==> config.mk <==
export PLATFORM = sky130hd
export DESIGN_NAME = dec_key_accumulator
export DESIGN_NICKNAME = d
export VERILOG_FILES = /design/src/rtl/dec_acc_pkg.sv /design/src/rtl/dec_onehot_decode.sv /design/src/rtl/dec_key_accumulator.sv
export SDC_FILE = /design/constraint.sdc
export NUM_CORES = 1
export LEC_CHECK = 0
export BUFFER_PORTS_ARGS = -buffer_cell sky130_fd_sc_hd__buf_2
export CAP_MARGIN = 0
export CORE_MARGIN = 1
export CORE_UTILIZATION = 35
export CTS_CLUSTER_SIZE = 30
export DETAILED_ROUTE_END_ITERATION = 10
export GPL_TIMING_DRIVEN = 0
export SLEW_MARGIN = 20
export SYNTH_ARGS = -nofsm -noshare
export SYNTH_HDL_FRONTEND = slang
export SYNTH_SLANG_ARGS = --single-unit
==> constraint.sdc <==
create_clock -name CLK -period 4.2 [get_ports CLK]
set_input_delay 0.21 -clock CLK [delete_from_list [all_inputs] [get_ports CLK]]
set_output_delay 0.21 -clock CLK [all_outputs]
set_load 0.005 [all_outputs]
==> src/rtl/dec_acc_pkg.sv <==
// dec_acc_pkg: shared types, key decode and BCD helpers for the decimal key accumulator
package dec_acc_pkg;
  localparam int DIGITS = 10;
  typedef enum logic {IDLE, HELD} state_t;
  typedef struct packed {
    logic       multi;
    logic       any;
    logic [3:0] digit;
  } dec_info_t;
  function automatic dec_info_t onehot_to_digit(input logic [DIGITS-1:0] v);
    dec_info_t r;
    r = '0;
    for (int i = 0; i < DIGITS; i++) begin
      if (v[i]) begin
        r.multi = r.any;
        r.any   = 1'b1;
        r.digit = 4'(i);
      end
    end
    return r;
  endfunction
  function automatic int bcd_digits(input int w);
    return (w * 302 + 999) / 1000 + 1;
  endfunction
  function automatic logic [23:0] to_bcd(input logic [15:0] bin);
    logic [23:0] b;
    b = '0;
    for (int i = 15; i >= 0; i--) begin
      for (int d = 0; d < 6; d++) begin
        if (b[4*d+:4] >= 4'd5) b[4*d+:4] = b[4*d+:4] + 4'd3;
      end
      b = {b[22:0], bin[i]};
    end
    return b;
  endfunction
endpackage

==> src/rtl/dec_onehot_decode.sv <==
// dec_onehot_decode: splits a registered one-hot key vector into any/multi flags and a digit
module dec_onehot_decode
  import dec_acc_pkg::*;
(
  input  logic [DIGITS-1:0] dec_q,
  output logic              any,
  output logic              multi,
  output logic [3:0]        digit
);
  dec_info_t info;
  assign info  = onehot_to_digit(dec_q);
  assign any   = info.any;
  assign multi = info.multi;
  assign digit = info.digit;
endmodule

==> src/rtl/dec_key_accumulator.sv <==
// dec_key_accumulator: adds each key press once into Sum; DEC_ACC_BCD_EN adds a registered BCD copy
module dec_key_accumulator
  import dec_acc_pkg::*;
#(
  parameter int SUM_W    = 5,
  parameter int CNT_W    = 4,
  parameter int SAT_MODE = 0
) (
  input  logic              CLK,
  input  logic              RST,
  input  logic [DIGITS-1:0] Dec,
  input  logic              Clr,
  output logic [SUM_W-1:0]  Sum,
  output logic [CNT_W-1:0]  Key_Cnt,
  output logic              Valid,
  output logic              Ovf,
  output logic              Err
`ifdef DEC_ACC_BCD_EN
  ,
  output logic [4*bcd_digits(SUM_W)-1:0] Sum_Bcd
`endif
);
  logic [DIGITS-1:0] dec_q;
  state_t            state, state_n;
  logic              any, multi, accept;
  logic [3:0]        digit;
  logic [SUM_W:0]    add;
  logic [SUM_W-1:0]  sum_n;
  logic [CNT_W-1:0]  cnt_n;
  logic              valid_n, ovf_n, err_n;
  dec_onehot_decode u_decode (
    .dec_q(dec_q),
    .any  (any),
    .multi(multi),
    .digit(digit)
  );
  assign add = {1'b0, Sum} + {{(SUM_W-3){1'b0}}, digit};
  // next state and accumulator update; Clr wins over a press, and a held key keeps us in HELD
  always_comb begin
    accept  = state == IDLE && any && !multi;
    state_n = any ? HELD : IDLE;
    sum_n   = Clr ? '0 : accept ? ((add[SUM_W] && SAT_MODE != 0) ? '1 : add[SUM_W-1:0]) : Sum;
    cnt_n   = Clr ? '0 : (accept && !(&Key_Cnt)) ? Key_Cnt + CNT_W'(1) : Key_Cnt;
    valid_n = !Clr && accept;
    ovf_n   = !Clr && (Ovf || (accept && add[SUM_W]));
    err_n   = !Clr && (Err || (state == IDLE && multi));
  end
  // FSM state register
  always_ff @(posedge CLK) begin
    if (RST) state <= IDLE;
    else     state <= state_n;
  end
  // input capture and accumulated outputs
  always_ff @(posedge CLK) begin
    if (RST) begin
      dec_q   <= '0;
      Sum     <= '0;
      Key_Cnt <= '0;
      Valid   <= 1'b0;
      Ovf     <= 1'b0;
      Err     <= 1'b0;
    end else begin
      dec_q   <= Dec;
      Sum     <= sum_n;
      Key_Cnt <= cnt_n;
      Valid   <= valid_n;
      Ovf     <= ovf_n;
      Err     <= err_n;
    end
  end
`ifdef DEC_ACC_BCD_EN
  localparam int BCD_W = 4 * bcd_digits(SUM_W);
  logic [BCD_W-1:0] bcd_n;
  assign bcd_n = BCD_W'(to_bcd(16'(sum_n)));
  // BCD copy tracks the value Sum takes on the same edge
  always_ff @(posedge CLK) begin
    if (RST) Sum_Bcd <= '0;
    else     Sum_Bcd <= bcd_n;
  end
`endif
endmodule

Yosys cells after proc, flatten, opt, wreduce, memory -nomap -nowiden
Index checks and enable logic that the tools add are counted. W data, S select, Z words.

Memories: 0. Logic and storage cells: 36. Flip-flop bits (word level): 23. Bits in read-only memories: 0. Output and inout port bits: 12. Input bits: 13. Memory bits (writable): 0. Latch bits: 0.

$mul: 0. Bitwise operators: 1. Equal/unequal tests: 0. Shift operators: 0. Divide/modulo/power cells: 0. Muxes and demuxes: 11. $add $sub $neg: 2. Reductions and logical operators: 15. Order comparisons: 0.

Operator list (count): $mux W6 (9); $logic_and A1 B1 Y1 (8); $add A5 B4 Y6 (1); $mux W5 (1); $add A4 B1 Y4 const B (1); $reduce_and A4 Y1 (1); $logic_not A1 Y1 (3); $logic_or A1 B1 Y1 (2); $reduce_or A2 Y1 (1); $mux W1 (1); $not A1 Y1 (1).

Logic depth before layout (Yosys ltp)
Word-level depth: 15. Gate-level depth with buffers: 13. Gate-level depth less buffers: 13.

Cells and area by module
A second synthesis with hierarchy kept.

Cell total of the unflattened synthesis: 125. Area total of the unflattened synthesis: 1106.1 um^2.

By module, submodules not included: dec_key_accumulator (seq. area each 460.4 um^2, cells each 96, area an instance 934.6 um^2, instances 1); dec_onehot_decode (seq. area each 0.0 um^2, cells each 29, area an instance 171.4 um^2, instances 1).

Least setup slack after synthesis
Ideal clock, no wire load.

Kind: reg-to-reg. Start: reg dec_q[8]. End: reg Key_Cnt[2]. Required time: 4069 ps. Stages on the path, launching flop included: 7. Setup time: 131 ps. Path slack: 2093 ps. Buffers on the path: 2. Arrival: 1976 ps. Period minus slack after synthesis: 2107 ps. Cell sequence: dfxtp_1 -> or4_1 -> buf_2 -> or4_4 -> buf_6 -> a2111oi_2 -> a211oi_1.

Cells in the longest elaborated chain, start to end: 5. Elaborated cells on any way between the ends: 6. Classes of those cells: mux (2); reduce/logical (4).

RTL lines: from (decl) (line dec_key_accumulator.sv:23) `logic [DIGITS-1:0] dec_q;`; from (signal assigned) (line dec_key_accumulator.sv:56) `dec_q <= '0;`; from (signal assigned) (line dec_key_accumulator.sv:63) `dec_q <= Dec;`; $mux W6 (*) (2 in a row) (line dec_acc_pkg.sv:14) `if (v[i]) begin`; $logic_and A1 B1 Y1 / $logic_not A1 Y1 (equally long branches) (line dec_key_accumulator.sv:40) `accept = state == IDLE && any && !multi;`; $logic_and A1 B1 Y1 (*) (line dec_key_accumulator.sv:40); $logic_and A1 B1 Y1 (*) (line dec_key_accumulator.sv:43) `cnt_n = Clr ? '0 : (accept && !(&Key_Cnt)) ? Key_Cnt + CNT_W'(1) : Key_Cnt;`; to (signal assigned) (line dec_key_accumulator.sv:65) `Key_Cnt <= cnt_n;`; to (decl) (line dec_key_accumulator.sv:14) `output logic [CNT_W-1:0] Key_Cnt,`.

Mark *: on every way between the ends. The rest lies on a longest branch, timed or not. A chain may end at the register's enable or synchronous reset.

Worst setup path in the final report
Start: reg dec_q[1]. End: reg Sum[4].

Cells in the longest elaborated chain, start to end: 11. Elaborated cells on any way between the ends: 13. Classes of those cells: add/sub (1); mux (9); reduce/logical (3).

RTL lines: $mux W6 (*) (9 in a row) (line dec_acc_pkg.sv:14); parallel branches: the longest is 2 deep, another holds $add A5 B4 Y6; to (signal assigned) (line dec_key_accumulator.sv:64) `Sum <= sum_n;`; to (decl) (line dec_key_accumulator.sv:13) `output logic [SUM_W-1:0] Sum,`.

Every way passes the cells marked *.

==> results.sh <==
export IMPL_outcome="finished, final reports clean"
export IMPL_nFillCells=335
export IMPL_cts_clk_slew_worst_paths_ns=0.13
export IMPL_async_reset_ff_share_pct=0
export IMPL_crit_fanout=6
export IMPL_die_area_um2=3678
export IMPL_vias_per_cell=4.891
export IMPL_synth_top_area_share_pct=38.25
export IMPL_drive_above_1_share_pct=25.95
export IMPL_synth_seq_area_share_pct=38.25
export IMPL_synthCells=130
export IMPL_end_kind="register"
export IMPL_cp_arrival_ns=2.62
export IMPL_cts_buffer_depth=2
export IMPL_yosysWarnings=0
export IMPL_yosys_area_share_simple_pct=20.69
export IMPL_initial_core_util_pct=38.17
export IMPL_maxCapViolCount=0
export IMPL_die_h_um=60.65
export IMPL_synth_edf_count=0
export IMPL_grt_antenna_before_repair=0
export IMPL_rsz0062_at_grt="no"
export IMPL_p_leak_uw=0.0005871
export IMPL_p_per_area_nw_per_um2=287.0
export IMPL_max_slew_margin_pct=47.41
export IMPL_numCtsBuffers=3
export IMPL_synthAdderAreaFrac_pct=6.861
export IMPL_setup_tns_final_ns=0
export IMPL_period_minus_slack_ns=2.366
export IMPL_routabilityCongestion=0.7785
export IMPL_clkSinkCount=23
export IMPL_ctsHoldBuffers=0
export IMPL_fin_worst_skew_ns=0.003281
export IMPL_drt_iter0_drc=19
export IMPL_clock_fmax_mhz=422.6
export IMPL_tightestPinTransition_ns=0.7817
export IMPL_yosys_cell_count_top_type="dfxtp_1"
export IMPL_crit_required_ns=4.45
export IMPL_slew_viol_final=0
export IMPL_grt_pass1_vias=877
export IMPL_vias=988
export IMPL_postCtsSetupRepairBufs=0
export IMPL_port_buffers=24
export IMPL_wl_per_cell_um=11.82
export IMPL_grt_pass1_wl_um=3905
export IMPL_num_rows=20
export IMPL_post_synth_top_area_cell="dfxtp_1"
export IMPL_power_total_uw=403.3
export IMPL_fp_coreArea_um2=3153
export IMPL_cts_root_buf="clkbuf_4"
export IMPL_synthFlopType="dfxtp_1"
export IMPL_timing_final_crit_share_pct=56.34
export IMPL_synthMuxAreaShare_pct=2.495
export IMPL_finalHoldViolCount=0
export IMPL_avgSynthCellArea_um2=9.259
export IMPL_syn_nets=149
export IMPL_hpwl_um=1821
export IMPL_synth_seq_cells=23
export IMPL_synth_xor_area_share_pct=1.455
export IMPL_wl_um=2388
export IMPL_dieWidth_um=60.65
export IMPL_hold_class="primary input to register"
export IMPL_synth_compound_area_share_pct=25.16
export IMPL_synthTopCellsByArea="dfxtp_1 (38%), nor2b_1 (5.7%), ha_1 (5.2%)"
export IMPL_ir_worst_vdd_mv=0.1325
export IMPL_grt_max_degree=13
export IMPL_crit_type="register to register"
export IMPL_synth_cell_types=41
export IMPL_start_kind="register"
export IMPL_drc=0
export IMPL_grt_usage_pct=14.64
export IMPL_mappedNetlistArea_um2=1204
export IMPL_overflow=0
export IMPL_drt_first_pass_iters=4
export IMPL_finalSetupViolations=0
export IMPL_area_delta_synth_final_pct=16.74
export IMPL_htree_levels=1
export IMPL_synth_top_family_by_area="compound AO/OA/AOI/OAI gates"
export IMPL_io_pins=25
export IMPL_clkLatencyLatePin_ns=0.31
export IMPL_cts_resized=0
export IMPL_antenna_left=0
export IMPL_insertedDiodeCount=0
export IMPL_cts_tree="yes"
export IMPL_finalNetCount=178
export IMPL_synth_commonest_cells="dfxtp_1 (23), nor2b_1 (11), inv_1 (10)"
-- power breakdown --
| part | switching, µW | internal, µW | total [µW] |
|---|---|---|---|
| sequential | 9.96 | 226 | 236 |
| clock | 67.3 | 37.1 | 104 |
| combinational | 33.2 | 29.4 | 62.5 |
| total | 110 | 293 | 403 |
-- cell usage in the layout, fill, tap and decap left out, drive strengths merged --
cell type	netlist	layout
o21a	2	2
dfxtp	23	23
o21bai	2	2
mux2i	3	3
or3	1	1
xnor2	1	1
o311ai	1	1
nor2	8	8
nor2b	11	11
a41oi	1	1
xor2	1	1
or2	2	2
ha	5	5
nor3	5	5
o41ai	1	1
o311a	1	1
a21o	5	5
a311oi	1	1
or4	3	3
a21oi	10	10
o21ai	5	5
nand2b	1	1
fa	1	1
a41o	1	1
nand3	4	4
o31ai	1	1
buf	3	27
a2111oi	2	2
nor4	3	3
inv	10	10
nand2	6	6
clkbuf	1	5
a211oi	5	5
-- cell families (layout without fill, tap and decap cells) --
group / after synthesis / count (layout)
buf+inv: 14 / 42
xor+xnor: 2 / 2
fa+ha+maj: 6 / 6
simple gates: 44 / 44
mux: 3 / 3
flops: 23 / 23
compound gates: 38 / 38
-- per-layer routing --
metal	GRT usage (%)	vias to the layer above	share of wire, %
met1	19.76	443	49
met5	0	-	0
met3	1.919	4	3.0
met4	6.818	0	1.2
met2	23.23	16	46
li1	-	525	-
-- through the flow --
step / util, % / setup WS, ns / std cells / instance area [µm²] / hold WS (ns)
5_1_grt: 44.56 / 1.671 / 202 / 1405 / 0.09416
3_3_place_gp: 43.73 / 1.912 / 198 / 1379 / 0.4167
4_1_cts: 44.56 / 1.802 / 202 / 1405 / 0.09369
3_5_place_dp: 43.73 / 1.869 / 198 / 1379 / 0.4243
2_1_floorplan: - / 2.093 / 130 / 1204 / 0.2816
6_report: 44.56 / 1.834 / 202 / 1405 / 0.09807
-- cell type report --
class	instances	area, µm²	area share [%]
multi-input combinational	93	681.9	48.53
sequential	23	460.4	32.77
timing repair buffer	24	120.1	8.549
tap	44	55.05	3.918
inverter	10	37.54	2.671
clock buffer	4	26.28	1.870
buffer	4	23.77	1.692
-- critical path, stage by stage, from the launching register on --
cell      delay, ns
dfxtp_1        0.43
nor2b_1        0.15
o21bai_1       0.06
a21oi_1        0.15
nor2_1         0.05
o21bai_1       0.21
ha_1           0.21
inv_1          0.05
fa_1           0.40
inv_1          0.07
a21o_1         0.10
a21oi_1        0.06
a21oi_1        0.15
mux2i_1        0.20
-- flip-flops by register name (all words and copies together) (netlist names) --
register,cells
Err,1
Key_Cnt,4
Ovf,1
Sum,5
Valid,1
dec_q,10
state,1
-- worst paths after layout --
| kind | slack (ns) | start | endpoint | cells past startpoint |
|---|---|---|---|---|
| setup / recovery | 1.83 | dec_q[1]$_SDFF_PP0_ | Sum[4]$_SDFFE_PP0P_ | 13 |
| hold / removal | 0.1 | RST | dec_q[0]$_SDFF_PP0_ | 2 |
| setup reg to reg | 1.83 | dec_q[1]$_SDFF_PP0_ | Sum[4]$_SDFFE_PP0P_ | 13 |
| hold reg to reg | 0.48 | Err$_SDFF_PP0_ | Err$_SDFF_PP0_ | 1 |
Note: power is estimated with default switching activity, not from simulation.
